[config.mk]
export PLATFORM = sky130hd
export DESIGN_NAME = fir_mac_serial
export DESIGN_NICKNAME = d
export VERILOG_FILES = /design/src/rtl/fir_mac_serial.sv
export SDC_FILE = /design/constraint.sdc
export NUM_CORES = 2
export LEC_CHECK = 0
export CAP_MARGIN = 40
export CORE_MARGIN = 5
export CORE_UTILIZATION = 45
export CTS_CLUSTER_DIAMETER = 80
export CTS_CLUSTER_SIZE = 8
export DETAILED_ROUTE_END_ITERATION = 16
export GPL_TIMING_DRIVEN = 0
export MAX_ROUTING_LAYER = met4
export SLEW_MARGIN = 20
export SYNTH_ARGS = -nofsm -noshare
export SYNTH_HDL_FRONTEND = slang
export SYNTH_SLANG_ARGS = --single-unit
[constraint.sdc]
create_clock -name clk -period 25.3 [get_ports clk]
set_input_delay 6.325 -clock clk [delete_from_list [all_inputs] [get_ports clk]]
set_output_delay 6.325 -clock clk [all_outputs]
set_load 0.005 [all_outputs]
[src/rtl/fir_mac_serial.sv]
// Time-multiplexed FIR: one pipelined multiply-accumulate walks a circular sample
// buffer against run-time coefficients, then rounds and saturates the sum.
module fir_mac_serial #(
   parameter int N     = 16,
   parameter int WIDTH = 14,
   parameter int CW    = 16,
   parameter int OUT_W = 16,
   parameter int SHIFT = 15,
   parameter int DECIM = 1
) (
   input  logic                    clk,
   input  logic                    rst,
   input  logic signed [WIDTH-1:0] din,
   input  logic                    in_valid,
   output logic                    in_ready,
   input  logic                    coef_we,
   input  logic [$clog2(N)-1:0]    coef_addr,
   input  logic signed [CW-1:0]    coef_data,
   output logic                    coef_err,
   output logic signed [OUT_W-1:0] dout,
   output logic                    out_valid,
   output logic                    sat
);

   localparam int AW    = $clog2(N);
   localparam int DW    = (DECIM > 1) ? $clog2(DECIM) : 1;
   localparam int PW    = WIDTH + CW;
   localparam int ACC_W = WIDTH + CW + $clog2(N);
   localparam int RW    = ACC_W + 1;

   localparam logic [1:0] S_IDLE  = 2'd0;
   localparam logic [1:0] S_MAC   = 2'd1;
   localparam logic [1:0] S_FLUSH = 2'd2;
   localparam logic [1:0] S_OUT   = 2'd3;

   localparam logic signed [RW-1:0] HALF = RW'(1) << (SHIFT - 1);
   localparam logic signed [RW-1:0] OMAX = {{(RW-OUT_W+1){1'b0}}, {(OUT_W-1){1'b1}}};
   localparam logic signed [RW-1:0] OMIN = {{(RW-OUT_W+1){1'b1}}, {(OUT_W-1){1'b0}}};

   logic [1:0]                state_q, state_d;
   logic [AW-1:0]             wptr_q, wptr_d;
   logic [AW-1:0]             rd_q, rd_d;
   logic [AW-1:0]             tap_q, tap_d;
   logic [DW-1:0]             dcnt_q, dcnt_d;
   logic signed [PW-1:0]      prod_q, prod_d;
   logic signed [ACC_W-1:0]   acc_q, acc_d;
   logic signed [OUT_W-1:0]   dout_q, dout_d;
   logic                      sat_q, sat_d;
   logic                      out_valid_q, out_valid_d;
   logic                      coef_err_q, coef_err_d;
   logic signed [WIDTH-1:0]   smp_q [N];
   logic signed [WIDTH-1:0]   smp_d [N];
   logic signed [CW-1:0]      coef_q [N];
   logic signed [CW-1:0]      coef_d [N];

   logic                      idle;
   logic                      accept;
   logic                      addr_ok;
   logic                      coef_wr;
   logic signed [RW-1:0]      rnd_sum;
   logic signed [RW-1:0]      rnd_r;

   assign idle      = (state_q == S_IDLE);
   assign in_ready  = idle;
   assign accept    = in_valid & idle;
   assign addr_ok   = ({1'b0, coef_addr} < (AW+1)'(N));
   assign coef_wr   = coef_we & idle & addr_ok;

   assign dout      = dout_q;
   assign sat       = sat_q;
   assign out_valid = out_valid_q;
   assign coef_err  = coef_err_q;

   // Per-entry next values; the write strobe selects exactly one slot.
   generate
      for (genvar gi = 0; gi < N; gi++) begin : g_store
         assign smp_d[gi]  = (accept && wptr_q == AW'(gi)) ? din : smp_q[gi];
         assign coef_d[gi] = (coef_wr && coef_addr == AW'(gi)) ? coef_data : coef_q[gi];
      end
   endgenerate

   // Round half toward +inf; one guard bit keeps acc + HALF from wrapping.
   always_comb begin
      rnd_sum = RW'(acc_q) + HALF;
      rnd_r   = rnd_sum >>> SHIFT;
   end

   always_comb begin
      state_d     = state_q;
      wptr_d      = wptr_q;
      rd_d        = rd_q;
      tap_d       = tap_q;
      dcnt_d      = dcnt_q;
      prod_d      = prod_q;
      acc_d       = acc_q;
      dout_d      = dout_q;
      sat_d       = sat_q;
      out_valid_d = 1'b0;
      coef_err_d  = coef_we & ~idle & addr_ok;

      case (state_q)
         S_IDLE: begin
            if (accept) begin
               wptr_d = (wptr_q == AW'(N - 1)) ? '0 : wptr_q + AW'(1);
               if (dcnt_q == DW'(DECIM - 1)) begin
                  dcnt_d  = '0;
                  state_d = S_MAC;
                  tap_d   = '0;
                  rd_d    = wptr_q;
                  acc_d   = '0;
                  prod_d  = '0;
               end else begin
                  dcnt_d = dcnt_q + DW'(1);
               end
            end
         end
         S_MAC: begin
            // prod_q is cleared on trigger, so the first add is harmless.
            prod_d = PW'(smp_q[rd_q]) * PW'(coef_q[tap_q]);
            acc_d  = acc_q + ACC_W'(prod_q);
            rd_d   = (rd_q == '0) ? AW'(N - 1) : rd_q - AW'(1);
            tap_d  = tap_q + AW'(1);
            if (tap_q == AW'(N - 1)) begin
               state_d = S_FLUSH;
            end
         end
         S_FLUSH: begin
            acc_d   = acc_q + ACC_W'(prod_q);
            state_d = S_OUT;
         end
         S_OUT: begin
            if (rnd_r > OMAX) begin
               dout_d = OMAX[OUT_W-1:0];
               sat_d  = 1'b1;
            end else if (rnd_r < OMIN) begin
               dout_d = OMIN[OUT_W-1:0];
               sat_d  = 1'b1;
            end else begin
               dout_d = rnd_r[OUT_W-1:0];
               sat_d  = 1'b0;
            end
            out_valid_d = 1'b1;
            state_d     = S_IDLE;
         end
         default: state_d = S_IDLE;
      endcase
   end

   always_ff @(posedge clk or posedge rst) begin
      if (rst) begin
         state_q     <= S_IDLE;
         wptr_q      <= '0;
         rd_q        <= '0;
         tap_q       <= '0;
         dcnt_q      <= '0;
         prod_q      <= '0;
         acc_q       <= '0;
         dout_q      <= '0;
         sat_q       <= 1'b0;
         out_valid_q <= 1'b0;
         coef_err_q  <= 1'b0;
         for (int i = 0; i < N; i++) begin
            smp_q[i]  <= '0;
            coef_q[i] <= '0;
         end
      end else begin
         state_q     <= state_d;
         wptr_q      <= wptr_d;
         rd_q        <= rd_d;
         tap_q       <= tap_d;
         dcnt_q      <= dcnt_d;
         prod_q      <= prod_d;
         acc_q       <= acc_d;
         dout_q      <= dout_d;
         sat_q       <= sat_d;
         out_valid_q <= out_valid_d;
         coef_err_q  <= coef_err_d;
         for (int i = 0; i < N; i++) begin
            smp_q[i]  <= smp_d[i];
            coef_q[i] <= coef_d[i];
         end
      end
   end

endmodule

==> flow_metrics.env <==
export IMPL_status="finished clean"
export IMPL_path_class="reg2reg"
export IMPL_clkSinkCount=577
export IMPL_final_setup_skew_ns=0.0588
export IMPL_whs_ns=0.474
export IMPL_setup_viol=0
export IMPL_finalNetCount=3466
export IMPL_ys_flop_type="dfrtp_1"
export IMPL_die_area_um2=84800
export IMPL_drive_gt1_share_pct=25.5
export IMPL_drv_cap=0
export IMPL_antenna_cells_inserted=0
export IMPL_synthMuxAreaShare_pct=24.7
export IMPL_synth_edf_count=0
export IMPL_relSlewSlack_pct=38.3
export IMPL_dr_pass1_iters=5
export IMPL_clkLatencyLatePin_ns=0.65
export IMPL_grtUsageTotal_pct=21.7
export IMPL_antenna_found_initial=0
export IMPL_postCtsSetupBuffers=0
export IMPL_hold_end="dout[9]$_DFFE_PP0P_"
export IMPL_drcViolationCount=0
export IMPL_async_flop_share_pct=100
export IMPL_r2r_cells=27
export IMPL_cp_depth=27
export IMPL_ctsResizeCount=0
export IMPL_clk_path_buf_depth=3
export IMPL_ant_nets=0
export IMPL_port_buffers=55
export IMPL_stdcell_count=4154
export IMPL_hold_path_depth=1
export IMPL_cpMaxStageDelayCell="buf_1"
export IMPL_crit_buf_inv=7
export IMPL_num_vias=23000
export IMPL_maxSlewViolCount=0
export IMPL_rows=103
export IMPL_die_width_um=291
export IMPL_area_growth_pct=13.4
export IMPL_reg2reg_slack_ns=14.92
export IMPL_synth_top_family_by_area="multiplexers"
export IMPL_cp_max_fo=10
export IMPL_hold_buffers=0
export IMPL_htreeDepth=3
export IMPL_grt_max_degree=109
export IMPL_reg2reg_to="prod_q[23]$_DFFE_PP0P_"
export IMPL_drt_iter0_markers=1183
export IMPL_critical_path_most_common_cell="fa_1"
export IMPL_rsz0062_at_grt="false"
export IMPL_finalCritPeriodShare_pct=41.0
export IMPL_post_place_cells=4050
export IMPL_hp_class="reg2reg"
export IMPL_worstPathRequired_ns=25.85
export IMPL_yosysSeqAreaShare_pct=40.6
export IMPL_syn_nets=3279
export IMPL_start_util_pct=45.2
export IMPL_crit_family="adder cells"
export IMPL_die_height_um=291
export IMPL_syn_area_um2=35600
export IMPL_cts_root_buf="clkbuf_16"
export IMPL_hold_viol_final=0
export IMPL_avgSynthCellArea_um2=12.2
export IMPL_gp_congestion=0.898
export IMPL_grt_pass1_vias=25200
export IMPL_vias_per_cell=5.53
export IMPL_yosysUniqueCellTypes=55
export IMPL_ys_seq_elements=577
export IMPL_crit_path_start_kind="flip-flop"
export IMPL_routed_wl_um=88500
export IMPL_yosys_warnings=0
export IMPL_fmax_mhz=96.3
export IMPL_final_common_cell="dfrtp_1"
export IMPL_synth_simple_area_share_pct=6.02
export IMPL_hold_start="dout[9]$_DFFE_PP0P_"
export IMPL_cp_slowest_stage_delay_ns=0.73
export IMPL_crit_arrival_ns=10.93
export IMPL_synth_cells=2905
export IMPL_synth_compound_area_share_pct=5.33
export IMPL_wl_per_cell_um=21.3
export IMPL_overflow=0
export IMPL_rr_startpoint="tap_q[1]$_DFFE_PP0P_"
export IMPL_synthAdderAreaFrac_pct=16.5
export IMPL_cts_tree="done"
export IMPL_worst_pin_slew_ns=0.920
export IMPL_cts_buffers=84
export IMPL_dp_hpwl_um=67400
export IMPL_clk_pin_slew_ns=0.05
export IMPL_synth_xor_area_share_pct=2.04
export IMPL_design_core_area_um2=78700
export IMPL_grt_pass1_wl_um=143000
export IMPL_period_minus_slack_ns=10.38
export IMPL_mostFrequentLayoutCells="577 x dfrtp_1, 503 x mux2_2, 304 x inv_1, 220 x nand2_1, 220 x fa_1"
export IMPL_end_kind="flip-flop"
export IMPL_io_pins=58
[sequential cells by signal, indices dropped and copies added (netlist names)]
register and cells:
coef_q 256, smp_q 224, acc_q 34, prod_q 30
dout 16, rd_q 4, tap_q 4, wptr_q 4
state_q 2, coef_err 1, out_valid 1, sat 1
[worst reg2reg max path, delay by kind of cell (launching register included)]
kind                     cells  cell delay [ns]
AO/OA/AOI/OAI                7             2.52
adder cells (fa/ha/maj)      7             3.52
buffers and inverters        7             2.23
flip-flops                   1             0.47
multiplexers                 2             0.75
AND/OR/NAND/NOR              4             0.81
[per-stage QoR]
stage | util, % | TNS [ns] | worst slack [ns] | instance area, um2
2_1_floorplan | - | 0 | 2.83 | 35600
3_3_place_gp | 47.5 | -1667.53 | -3.07 | 37400
3_5_place_dp | 48.2 | 0 | 14.95 | 38000
4_1_cts | 51.2 | 0 | 14.89 | 40300
5_1_grt | 51.2 | 0 | 14.29 | 40300
6_report | 51.2 | 0 | 14.92 | 40300
[final cells by class]
class | instances | area, um2
flip-flops and latches | 577 | 14400
inverters | 305 | 1150
multi-input cells | 1872 | 19400
fillers | 6831 | 38400
plain buffers | 151 | 572
clock buffers | 88 | 2130
repair buffers | 101 | 1110
clock inverters | 10 | 203
well taps | 1050 | 1310
[cells by family (layout without fill, tap and decap cells)]
group	Yosys count	count (layout)
buffers and inverters	456	655
XOR/XNOR	83	83
adder cells (fa/ha/maj)	336	336
AND/OR/NAND/NOR	496	496
AO/OA/AOI/OAI	302	302
flip-flops	577	577
multiplexers	655	655
[cell usage after synthesis (37+ instances only)]
master	instances	area [um2]
dfrtp_1	577	14400
mux2_2	503	5660
inv_1	305	1140
fa_1	220	4400
nand2_1	220	826
nor2_1	158	593
mux4_2	129	2910
ha_1	116	1450
clkbuf_1	113	424
o21ai_0	93	465
a21oi_1	59	295
xnor2_1	44	385
xor2_1	39	342
buf_1	37	139
[worst max path at each step]
| stage | startpoint | endpoint | slack, ns |
|---|---|---|---|
| after floorplan | rst | acc_q[0]$_DFFE_PP0P_ | 2.83 |
| after global placement | rst | smp_q[219]$_DFFE_PP0P_ | -3.07 |
| after detailed placement | tap_q[1]$_DFFE_PP0P_ | prod_q[23]$_DFFE_PP0P_ | 14.95 |
| after CTS | tap_q[1]$_DFFE_PP0P_ | prod_q[23]$_DFFE_PP0P_ | 14.89 |
| after global routing | tap_q[1]$_DFFE_PP0P_ | prod_q[23]$_DFFE_PP0P_ | 14.29 |
| final | tap_q[1]$_DFFE_PP0P_ | prod_q[23]$_DFFE_PP0P_ | 14.92 |
[layer usage]
metal	share of wire (%)	wire length [um]	GRT usage, %	up-vias
met4	2.6	2310	5.42	0
met5	0	0	-	-
met3	3.7	3270	2.88	167
li1	-	-	-	10300
met2	49	43700	35.9	515
met1	44	39200	28.9	12000
Power is left out: the tool's default activity adds up to more than one toggle a clock period on the data nets, which glitch-free logic cannot reach.
